==> config.mk <==
export PLATFORM = sky130hd
export DESIGN_NAME = bus_arbiter_mux
export DESIGN_NICKNAME = d
export VERILOG_FILES = /design/src/rtl/bus_arbiter_mux.sv
export SDC_FILE = /design/constraint.sdc
export NUM_CORES = 1
export LEC_CHECK = 0
export ABC_AREA = 0
export BUFFER_PORTS_ARGS = -buffer_cell sky130_fd_sc_hd__buf_4
export CORE_AREA = 2 2 334 336
export DETAILED_ROUTE_END_ITERATION = 10
export DIE_AREA = 0 0 336 338
export PLACE_DENSITY_LB_ADDON = 0.08
export REMOVE_ABC_BUFFERS = 1
export SYNTH_ARGS = -nofsm -noshare
export SYNTH_HDL_FRONTEND = slang
export SYNTH_SLANG_ARGS = --single-unit
==> constraint.sdc <==
create_clock -name clock -period 8.7 [get_ports clock]
set_clock_uncertainty 0.2 [all_clocks]
set_input_delay 1.74 -clock clock [delete_from_list [all_inputs] [get_ports clock]]
set_output_delay 1.74 -clock clock [all_outputs]
set_load 0.02 [all_outputs]
==> src/rtl/bus_arbiter_mux.sv <==
// -----------------------------------------------------------------------------
// bus_arbiter_mux
//
// Registered bus arbiter and multiplexer. It picks one requesting source per
// cycle, by fixed priority (lowest index wins) or by round-robin. One cycle
// later it presents that source's data word on the shared bus, together with
// the one-hot grant and the encoded grant index. It also flags cycles with
// more than one requester and keeps a saturating count of them.
//
// Parameters
//   WIDTH    bus word width in bits
//   SOURCES  number of bus sources, legal range 2..32
//   SEL_W    grant index width, must equal ceil(log2(SOURCES))
//
// Ports
//   clock           single clock; all state changes on the rising edge
//   clear           synchronous active-high reset; overrides hold
//   src_data        packed source words, source i at [i*WIDTH +: WIDTH]
//   src_req         per-source request lines
//   mode            0 = fixed priority, 1 = round-robin
//   hold            stall; freezes every register while high
//   bus_out         registered bus word
//   bus_valid       bus_out was loaded from a granted source on the last edge
//   grant           registered one-hot grant, all zero when idle
//   grant_idx       registered index of the last granted source
//   conflict        registered flag: two or more requests on the last edge
//   conflict_count  saturating count of conflict cycles (stops at 255)
// -----------------------------------------------------------------------------
module bus_arbiter_mux #(
  parameter int WIDTH   = 32,
  parameter int SOURCES = 24,
  parameter int SEL_W   = 5
) (
  input  logic                       clock,
  input  logic                       clear,
  input  logic [SOURCES*WIDTH-1:0]   src_data,
  input  logic [SOURCES-1:0]         src_req,
  input  logic                       mode,
  input  logic                       hold,
  output logic [WIDTH-1:0]           bus_out,
  output logic                       bus_valid,
  output logic [SOURCES-1:0]         grant,
  output logic [SEL_W-1:0]           grant_idx,
  output logic                       conflict,
  output logic [7:0]                 conflict_count
);

  typedef enum logic {
    ARB_PRIORITY    = 1'b0,
    ARB_ROUND_ROBIN = 1'b1
  } arb_mode_e;

  // Round-robin pointer value after clear: the last index, so the first
  // round-robin search begins at index 0.
  localparam logic [SEL_W-1:0] RR_PTR_INIT = SEL_W'(SOURCES - 1);

  // ---------------------------------------------------------------------------
  // Registered state
  // ---------------------------------------------------------------------------
  logic [WIDTH-1:0]   bus_q;
  logic               bus_valid_q;
  logic [SOURCES-1:0] grant_q;
  logic [SEL_W-1:0]   grant_idx_q;
  logic               conflict_q;
  logic [7:0]         conflict_count_q;
  logic [SEL_W-1:0]   rr_ptr_q;   // index of the most recent grant

  // ---------------------------------------------------------------------------
  // Next-state / selection signals
  // ---------------------------------------------------------------------------
  arb_mode_e          arb_mode;
  logic               any_req;
  logic               multi_req;
  logic [SOURCES-1:0] upper_req;  // requests strictly above rr_ptr_q
  logic [SEL_W-1:0]   winner_d;
  logic [SOURCES-1:0] grant_d;
  logic [WIDTH-1:0]   bus_d;
  logic [7:0]         conflict_count_d;

  // Index of the lowest set bit; zero when the vector is empty (callers only
  // use the result when at least one bit is set).
  function automatic logic [SEL_W-1:0] lowest_set(input logic [SOURCES-1:0] vec);
    logic [SEL_W-1:0] idx;
    idx = '0;
    for (int i = SOURCES - 1; i >= 0; i--) begin
      if (vec[i]) idx = SEL_W'(i);
    end
    return idx;
  endfunction

  assign arb_mode = arb_mode_e'(mode);
  assign any_req  = |src_req;

  // Clearing the lowest set bit leaves something behind only when two or more
  // bits were set, which is cheaper than a full popcount.
  assign multi_req = |(src_req & (src_req - SOURCES'(1)));

  // ---------------------------------------------------------------------------
  // Winner selection
  //
  // Round-robin is split into two fixed-priority searches: first among the
  // requesters above rr_ptr_q, and if there are none, among all requesters.
  // The second search naturally covers the wrap from SOURCES-1 to 0 and ends
  // at rr_ptr_q itself, so a sole requester at the pointer is granted again.
  // ---------------------------------------------------------------------------
  always_comb begin
    // NOTE: every signal driven here gets a default first, so no path through
    // the block leaves a value unassigned and no latch is inferred.
    upper_req = '0;
    winner_d  = '0;
    for (int i = 0; i < SOURCES; i++) begin
      upper_req[i] = src_req[i] && (SEL_W'(i) > rr_ptr_q);
    end
    if (arb_mode == ARB_ROUND_ROBIN && (|upper_req)) begin
      winner_d = lowest_set(upper_req);
    end else begin
      winner_d = lowest_set(src_req);
    end
  end

  // One-hot grant, all zero when nobody requests.
  assign grant_d = any_req ? (SOURCES'(1) << winner_d) : '0;

  // AND-OR multiplexer keyed by the one-hot grant; non-granted words are
  // masked off and never influence the result.
  always_comb begin
    bus_d = '0;
    for (int i = 0; i < SOURCES; i++) begin
      bus_d = bus_d | ({WIDTH{grant_d[i]}} & src_data[i*WIDTH +: WIDTH]);
    end
  end

  // Saturating conflict counter: it sticks at 255 instead of wrapping.
  always_comb begin
    conflict_count_d = conflict_count_q;
    if (multi_req && (conflict_count_q != 8'hFF)) begin
      conflict_count_d = conflict_count_q + 8'd1;
    end
  end

  // ---------------------------------------------------------------------------
  // State registers
  //
  // clear wins over hold. While hold is high nothing changes, so the first
  // edge after hold drops evaluates that cycle's inputs, not old ones.
  // On an idle edge only bus_valid, grant and conflict update; the bus word,
  // index and round-robin pointer keep their last values.
  // ---------------------------------------------------------------------------
  always_ff @(posedge clock) begin
    // NOTE: sequential state uses non-blocking assignments only, so every
    // register samples the pre-edge values regardless of statement order.
    if (clear) begin
      bus_q            <= '0;
      bus_valid_q      <= 1'b0;
      grant_q          <= '0;
      grant_idx_q      <= '0;
      conflict_q       <= 1'b0;
      conflict_count_q <= '0;
      rr_ptr_q         <= RR_PTR_INIT;
    end else if (!hold) begin
      bus_valid_q      <= any_req;
      grant_q          <= grant_d;
      conflict_q       <= multi_req;
      conflict_count_q <= conflict_count_d;
      if (any_req) begin
        bus_q       <= bus_d;
        grant_idx_q <= winner_d;
        // The pointer follows the winner in both modes, so a later switch to
        // round-robin carries on fairly from the most recent grant.
        rr_ptr_q    <= winner_d;
      end
    end
  end

  // ---------------------------------------------------------------------------
  // Outputs: register-driven only
  // ---------------------------------------------------------------------------
  assign bus_out        = bus_q;
  assign bus_valid      = bus_valid_q;
  assign grant          = grant_q;
  assign grant_idx      = grant_idx_q;
  assign conflict       = conflict_q;
  assign conflict_count = conflict_count_q;

endmodule

Word-level counts from Yosys, hierarchy flattened
Cells that the tools add are included.

word-level totals
  register bits = 76
  input bits = 796
  output and inout bits = 71
  logic and storage cells = 165

operators by class
  $add $sub $neg = 2
  order comparisons = 24
  equal/unequal tests = 1
  shifts and indexed selects = 1
  mux-type cells = 50
  bitwise logic cells = 49
  reduce and logical (&&, ||, !) cells = 31

operators with widths
  operator                                                                         count
  32-bit AND                                                                       24
  32-bit OR                                                                        23
  5-bit 2-to-1 mux                                                                 49
  24-bit OR reduction                                                              3
  4-bit by 5-bit greater-than comparator with 1-bit output (first input constant)  8
  5-bit greater-than comparator (first input constant)                             8
  1-bit logical AND                                                                26
  24-bit AND                                                                       1
  24-bit 2-to-1 mux                                                                1
  1-bit by 5-bit << shifter with 24-bit output (first input constant)              1
  24-bit by 1-bit subtractor with 24-bit output (second input constant)            1
  3-bit by 5-bit greater-than comparator with 1-bit output (first input constant)  4
  1-bit by 5-bit greater-than comparator with 1-bit output (first input constant)  2
  2-bit by 5-bit greater-than comparator with 1-bit output (first input constant)  2
  8-bit by 1-bit adder with 8-bit output (second input constant)                   1
  8-bit != test (second input constant)                                            1
  2-bit AND reduction                                                              2
  1-bit NOT                                                                        1

Depth between registers and ports, before layout
Gate-level depths: netlist of the first run.

  depth in word-level cells = 53
  mapped depth = 16
  mapped depth without buffers = 10

Worst setup path after synthesis of the first run
Ideal clock, no wire load.

  path type = input to register
  start = input port src_req[13]
  end = register bus_q[10], in the netlist bus_out[10]
  library setup time = 140 ps
  arrival = 4554 ps
  required time = 8360 ps
  slack = 3806 ps
  stages = 14
  path buffers = 4
  cells stage by stage = clkbuf_1 -> nor2b_1 -> a22oi_1 -> nand4_1 -> or4_4 -> o211a_1 -> buf_6 -> and2_1 -> buf_2 -> buf_6 -> a22oi_1 -> o22ai_1 -> a2111oi_0 -> a311oi_1

between the ends
  cells in the longest elaborated chain, start to end = 42
  elaborated cells on any way between the ends = 83
  those cells by class = shift (1); mux (30); bitwise (47); reduce/logical (5)

RTL lines
  item                                          line  text
  start, declared                               37    input logic [SOURCES-1:0] src_req,
  1-bit logical AND                             112   upper_req[i] = src_req[i] && (SEL_W'(i) > rr_ptr_q);
  5-bit 2-to-1 mux (14 in a row)                86    if (vec[i]) idx = SEL_W'(i);
  5-bit 2-to-1 mux                              114   if (arb_mode == ARB_ROUND_ROBIN && (|upper_req)) begin
  1-bit by 5-bit << shifter with 24-bit output  122   assign grant_d = any_req ? (SOURCES'(1) << winner_d) : '0;
  24-bit 2-to-1 mux                             122
  32-bit AND                                    129   bus_d = bus_d | ({WIDTH{grant_d[i]}} & src_data[i*WIDTH +: WIDTH]);
  32-bit OR (23 in a row)                       129
  end signal, assigned                          166   bus_q <= bus_d;
  end, declared                                 60    logic [WIDTH-1:0] bus_q;

Several ways; a longest one is shown, not always the timed one.
A chain may end at the register's enable or synchronous reset.

Final worst setup path of the first run
  start = input port src_req[13]
  end = register bus_q[3], in the netlist bus_out[3]

Same word-level chain as after synthesis.

==> results of run 1 <==
[power by group through the flow]
stage | registers, mW | logic [mW] | clock network, mW
2_1_floorplan | 0.463 | 0.706 | 0
3_3_place_gp | 0.439 | 2.09 | 0
3_5_place_dp | 0.439 | 2.09 | 0
4_1_cts | 0.431 | 2.10 | 0.479
5_1_grt | 0.437 | 2.15 | 0.482
6_report | 0.431 | 2.07 | 0.450
[synthesized netlist by cell type (8+ instances only)]
cell         n  area share (%)
nor3_2      12             1.2
nand3_1     56             2.8
buf_4       13            0.97
a222oi_1    15             1.5
a32o_1      10            0.99
o2bb2ai_1   10            0.87
and3_1      45             2.8
mux2i_1     27             2.7
o211ai_1    12            0.89
o2111ai_1   13             1.1
and2_1       8            0.50
a22oi_1    129             9.6
a311oi_1    18             1.6
nor4_1      25             1.6
a221o_1     16             1.6
buf_2       52             2.6
a22o_1      62             5.4
a31oi_1     17             1.1
nand2_1     88             3.3
buf_6       11             1.2
a32oi_1     21             1.8
and4_1      22             1.9
a211oi_1    18             1.3
nor2_1     109             4.1
a2111oi_0   18             1.6
clkbuf_1    66             2.5
inv_1       17            0.63
o21bai_1    15             1.1
o21ai_0     44             2.2
a21oi_1     69             3.4
nand4_1     18             1.1
a221oi_1    26             2.3
nor3_1      45             2.2
dfxtp_1     75              15
[sequential cells by signal, summed over array words and instances, names as in the netlist]
name / cells
bus_out: 32
grant: 24
conflict_count: 8
grant_idx: 5
rr_ptr_q: 4
bus_valid: 1
conflict: 1
[metrics by stage]
step	setup slack (ps)	area [µm²]	hold WS [ps]	power (mW)	instances
floorplan	314	9320	328	1.17	1219
global placement	1850	18500	257	2.53	3644
CTS	2130	18800	273	3.01	3661
global route	1950	18900	291	3.07	3676
finish	2110	18900	273	2.95	3687
detailed placement	1680	18500	260	2.53	3645
[kinds of logic (layout without fill, tap and decap cells)]
| group | after synthesis | in the layout |
|---|---|---|
| adder cells (fa/ha/maj) | 3 | 3 |
| other | 0 | 26 |
| AND/OR/NAND/NOR | 467 | 467 |
| multiplexers | 34 | 34 |
| buffers and inverters | 166 | 972 |
| flip-flops | 75 | 75 |
| XOR/XNOR | 5 | 5 |
| AO/OA/AOI/OAI | 617 | 617 |
[metal layers]
layer	up-vias	global-route usage [%]
li1	7248	-
met1	8872	31.8
met2	923	43.2
met3	160	4.80
met4	26	5.45
met5	-	0
[critical path, cell delays in order]
cell and delay, ps:
buf_4 140, nor2b_1 140, a22oi_1 470, nand4_1 290
o31ai_2 740, a211oi_2 370, a211oi_4 820, and2_2 1120
a22oi_1 400, and4_1 320, a31oi_1 110
[final timing paths]
kind,from,to,slack (ps),depth (start not counted)
hold reg to reg,grant_idx[0]$_SDFFE_PP0P_,grant_idx[0]$_SDFFE_PP0P_,270,2
hold / removal,grant_idx[0]$_SDFFE_PP0P_,grant_idx[0]$_SDFFE_PP0P_,270,2
setup reg to reg,rr_ptr_q[2]$_SDFFE_PP1P_,bus_out[3]$_SDFFE_PP0P_,2480,10
setup / recovery,src_req[13],bus_out[3]$_SDFFE_PP0P_,2110,11
[cell type report]
class | count | area, µm²
fillers | 12698 | 91200
multi-input cells | 1126 | 8020
repair buffers | 938 | 7090
well taps | 1488 | 1860
flip-flops and latches | 75 | 1500
clock buffers | 9 | 225
clock inverters | 7 | 70.1
inverters | 18 | 67.6
diodes | 26 | 65.1
==> impl_metrics.ini, run 1 <==
[status]
status = complete, no violations

[routing]
drc = 0
met3WireLength_um = 8650
wl_per_cell_um = 40.3
via_per_inst = 4.67
highest_layer = met5
wl_um = 149000
vias = 17229
final_antenna_net_count = 0
firstDrtPassIters = 5
wl_met2_um = 72900
met1_length_um = 63700
drtIter0Drc = 1485

[min_path]
holdCritPathClass = reg -> reg

[critical_path]
endpoint_kind = flop
worstSetupStartpointType = primary input
cp_max_fo = 21
crit_type = in -> reg
cp.arrival_ps = 6730
required_ps = 8840

[logic_synthesis]
synth_cells = 1367
synth_area_um2 = 10100
seq_area_frac_synth_pct = 14.9
async_flop_share_pct = 0
synth_fa_ha_area_share_pct = 0.323
synth_seq_cells = 75
synth_area_per_cell_um2 = 7.37
synth_ff_type = dfxtp_1
synth_xor_area_share_pct = 0.435
synth_compound_area_share_pct = 48.3
synth_simple_gate_area_share_pct = 24.4
synth.mux.area_fraction_pct = 3.47
synthDistinctLibCells = 90
synth_edf_count = 0
synth_top_family_by_area = compound AO/OA/AOI/OAI gates
yosys_warnings = 0

[sta]
timing.slew.headroom_pct = 15.2
post-route-period-util_pct = 75.8
hold_viol = 0
setup_violations = 0
post-route-min-period_ps = 6590
rsz0062_at_grt = no
setup_tns_ps = 0
tightestPinTransition_ps = 1260
max_clock_freq_mhz = 152
drv_slew = 0

[die]
rows = 122
core_area_um2 = 110000
dieArea_um2 = 114000
die_x_um = 336
die_h_um = 338
io_pins = 867
initial_utilization_pct = 9.15

[global_route]
grt_use_total_pct = 24.9
grt_pass1_wl_um = 186000
global_route.overflow_total = 0
grt_max_degree = 75
antenna_found_initial = 65
first_global_vias = 17664

[clock_network]
clock_latency_ps = 400
cts_made_buffers = 9
post_cts_resize_count = 0
path_clk_slew_ps = 90
hold_buffers = 0
htree_levels = 3
cts_setup_buffers = 0
cts.sinks = 75
tritoncts = built
root_buffer = clkbuf_16
cts_buffer_depth = 2

[power_and_ir_drop]
switching_share_pct = 56.8
leakage_nw = 7.71
power.density_nw_per_um2 = 156
p_comb_share_pct = 70.1
seqPwrFrac_pct = 14.6
internal-power_mw = 1.27
ir_drop_mv = 0.110
switchingPower_mw = 1.68
power_frac_clock_pct = 15.2

[placed_design]
io_buffers = 866
hpwl_um = 118000
gp_congestion = 0.928

[layout]
layout_common_cells = 934 x buf_4, 129 x a22oi_1, 106 x nor2_1
final_layout_size_suffix_gt1_share_pct = 47.6
finish.utilization_pct = 17.2
layout.cells.most_common = buf_4
nNetsFinal = 2965
area_growth_syn_to_layout_pct = 87.6

[flow_run]
cap_viol_max_count = 0
(Power assumes the default switching activity.)
==> inputs of run 2 (changes only) <==
==> constraint.sdc (replaced) <==
create_clock -name clock -period 5.4 [get_ports clock]
set_clock_uncertainty 0.2 [all_clocks]
set_input_delay 1.08 -clock clock [delete_from_list [all_inputs] [get_ports clock]]
set_output_delay 1.08 -clock clock [all_outputs]
set_load 0.02 [all_outputs]
==> impl_metrics.ini, run 2 (synthesis gave the netlist of run 1 again) <==
[routing]
vias = 17324
drtIter0Drc = 1361
wl_um = 147000
drc = 0
via_per_inst = 4.57
wl_per_cell_um = 38.9
firstDrtPassIters = 8
final_antenna_net_count = 0

[die]
die_h_um = 338
die_x_um = 336
core_area_um2 = 110000
initial_utilization_pct = 9.15
rows = 122
io_pins = 867
dieArea_um2 = 114000

[placed_design]
gp_congestion = 0.866
io_buffers = 866
place_inst = 3762
hpwl_um = 120000
pre_cts_ws_ps = -141

[critical_path]
worstPathCellList = buf_4 -> nor3_1 -> o21ai_1 -> o211ai_1 -> o31ai_1 -> a211oi_2 -> buf_4 -> a211oi_4 -> buf_4 -> o21ai_0 -> o2111ai_1 -> nor4_1 -> a41oi_1
critPathMaxStageDelay_ps = 690
worstSetupStartpointType = flop
required_ps = 5540
regToRegSetupSlack_ps = 360
cpMostUsedCell = buf_4
cp.arrival_ps = 5180
r2r_cells = 13
crit_type = reg -> reg
cp_max_fo = 16
cp_slowest_cell = o2111ai_1
endpoint_kind = flop

[sta]
rsz0062_at_grt = no
tightestPinTransition_ps = 1100
post-route-min-period_ps = 5040
drv_slew = 0
post-route-period-util_pct = 93.4
hold_viol = 0
timing.slew.headroom_pct = 26.3
setup_tns_ps = 0
max_clock_freq_mhz = 198
setup_violations = 0
worst_slack_ps = 359

[layout]
final_layout_size_suffix_gt1_share_pct = 50.2
largest_reg_flops = 32
multi_input_area_um2 = 8000
nNetsFinal = 3082
area_growth_syn_to_layout_pct = 99.0
seqCellArea_um2 = 1500
instances_no_fill = 3789
fill_cells = 12555
layout_common_cells = 1024 x buf_4, 129 x a22oi_1, 106 x nor2_1
layout.cells.most_common = buf_4

[power_and_ir_drop]
power.total_mw = 5.00
ir_drop_mv = 0.175
leakage_nw = 8.37
power.density_nw_per_um2 = 250
internal-power_mw = 2.29
seqPwrFrac_pct = 13.4
power_frac_clock_pct = 13.8
p_comb_share_pct = 72.8
switchingPower_mw = 2.71
switching_share_pct = 54.1

[clock_network]
root_buffer = clkbuf_16
hold_buffers = 0
path_clk_slew_ps = 80
cts_made_buffers = 9
post_cts_resize_count = 0
htree_levels = 3
clock_latency_ps = 410
cts.sinks = 75
cts_setup_buffers = 0
cts_buffer_depth = 2
tritoncts = built

[global_route]
grt_use_total_pct = 24.8
global_route.overflow_total = 0
first_global_vias = 17871
antenna_found_initial = 38
grt_max_degree = 62
grt_pass1_wl_um = 185000

[status]
status = complete, no violations

[flow_run]
cap_viol_max_count = 0

[min_path]
whs_path_depth = 2
holdCritPathClass = reg -> reg
==> run 2: cell count changes in the layout (fill, tap and decap cells not counted), moves of 2 or more <==
cell	delta
diode_2	-15
buf_12	+28
nor3_2	+2
buf_4	+90
clkbuf_1	+2
nor3_4	-2
==> run 2: path summary, 6_finish.rpt <==
kind	start	endpoint
worst max-delay path	grant_idx[3]$_SDFFE_PP0P_	bus_out[17]$_SDFFE_PP0P_
worst min-delay path	bus_valid$_SDFFE_PP0N_	bus_valid$_SDFFE_PP0N_
worst max register to register	grant_idx[3]$_SDFFE_PP0P_	bus_out[17]$_SDFFE_PP0P_
worst min register to register	bus_valid$_SDFFE_PP0N_	bus_valid$_SDFFE_PP0N_
==> run 2: per-stage QoR <==
step,utilization (%),area (µm²),hold slack (ps)
floorplan,-,9320,328
global placement,17.9,19700,255
detailed placement,17.9,19700,264
CTS,18.2,20000,275
global route,18.2,20000,298
finish,18.2,20000,283
==> run 2: final cells by class <==
type	instances	share of cell area (%)
sequential	75	7.49
multi-input combinational	1126	39.9
timing repair buffer	1055	41.5
antenna	11	0.137
inverter	18	0.337
clock inverter	5	0.187
tap	1488	9.29
clock buffer	11	1.16
==> run 2: critical path, delay by kind of cell, from the launching register on <==
kind | cells | cell delay, ps
AOI/OAI and AO/OA | 8 | 2980
buffers and inverters | 3 | 920
DFF | 1 | 650
and+or+nand+nor | 2 | 190
==> run 2: power by group through the flow <==
stage / registers, mW / logic [mW] / clock network [mW]
4_1_cts: 0.671 / 3.69 / 0.728
3_5_place_dp: 0.684 / 3.68 / 0
3_3_place_gp: 0.684 / 3.69 / 0
2_1_floorplan: 0.746 / 1.14 / 0
5_1_grt: 0.678 / 3.81 / 0.732
6_report: 0.671 / 3.64 / 0.688
==> run 2: layer usage <==
layer,track usage [%],part of all wire (%),vias up
li1,-,-,7464
met1,31.3,43,8903
met2,43.6,50,807
met3,5.24,5.8,130
met4,4.30,1.6,20
met5,0,0.093,-
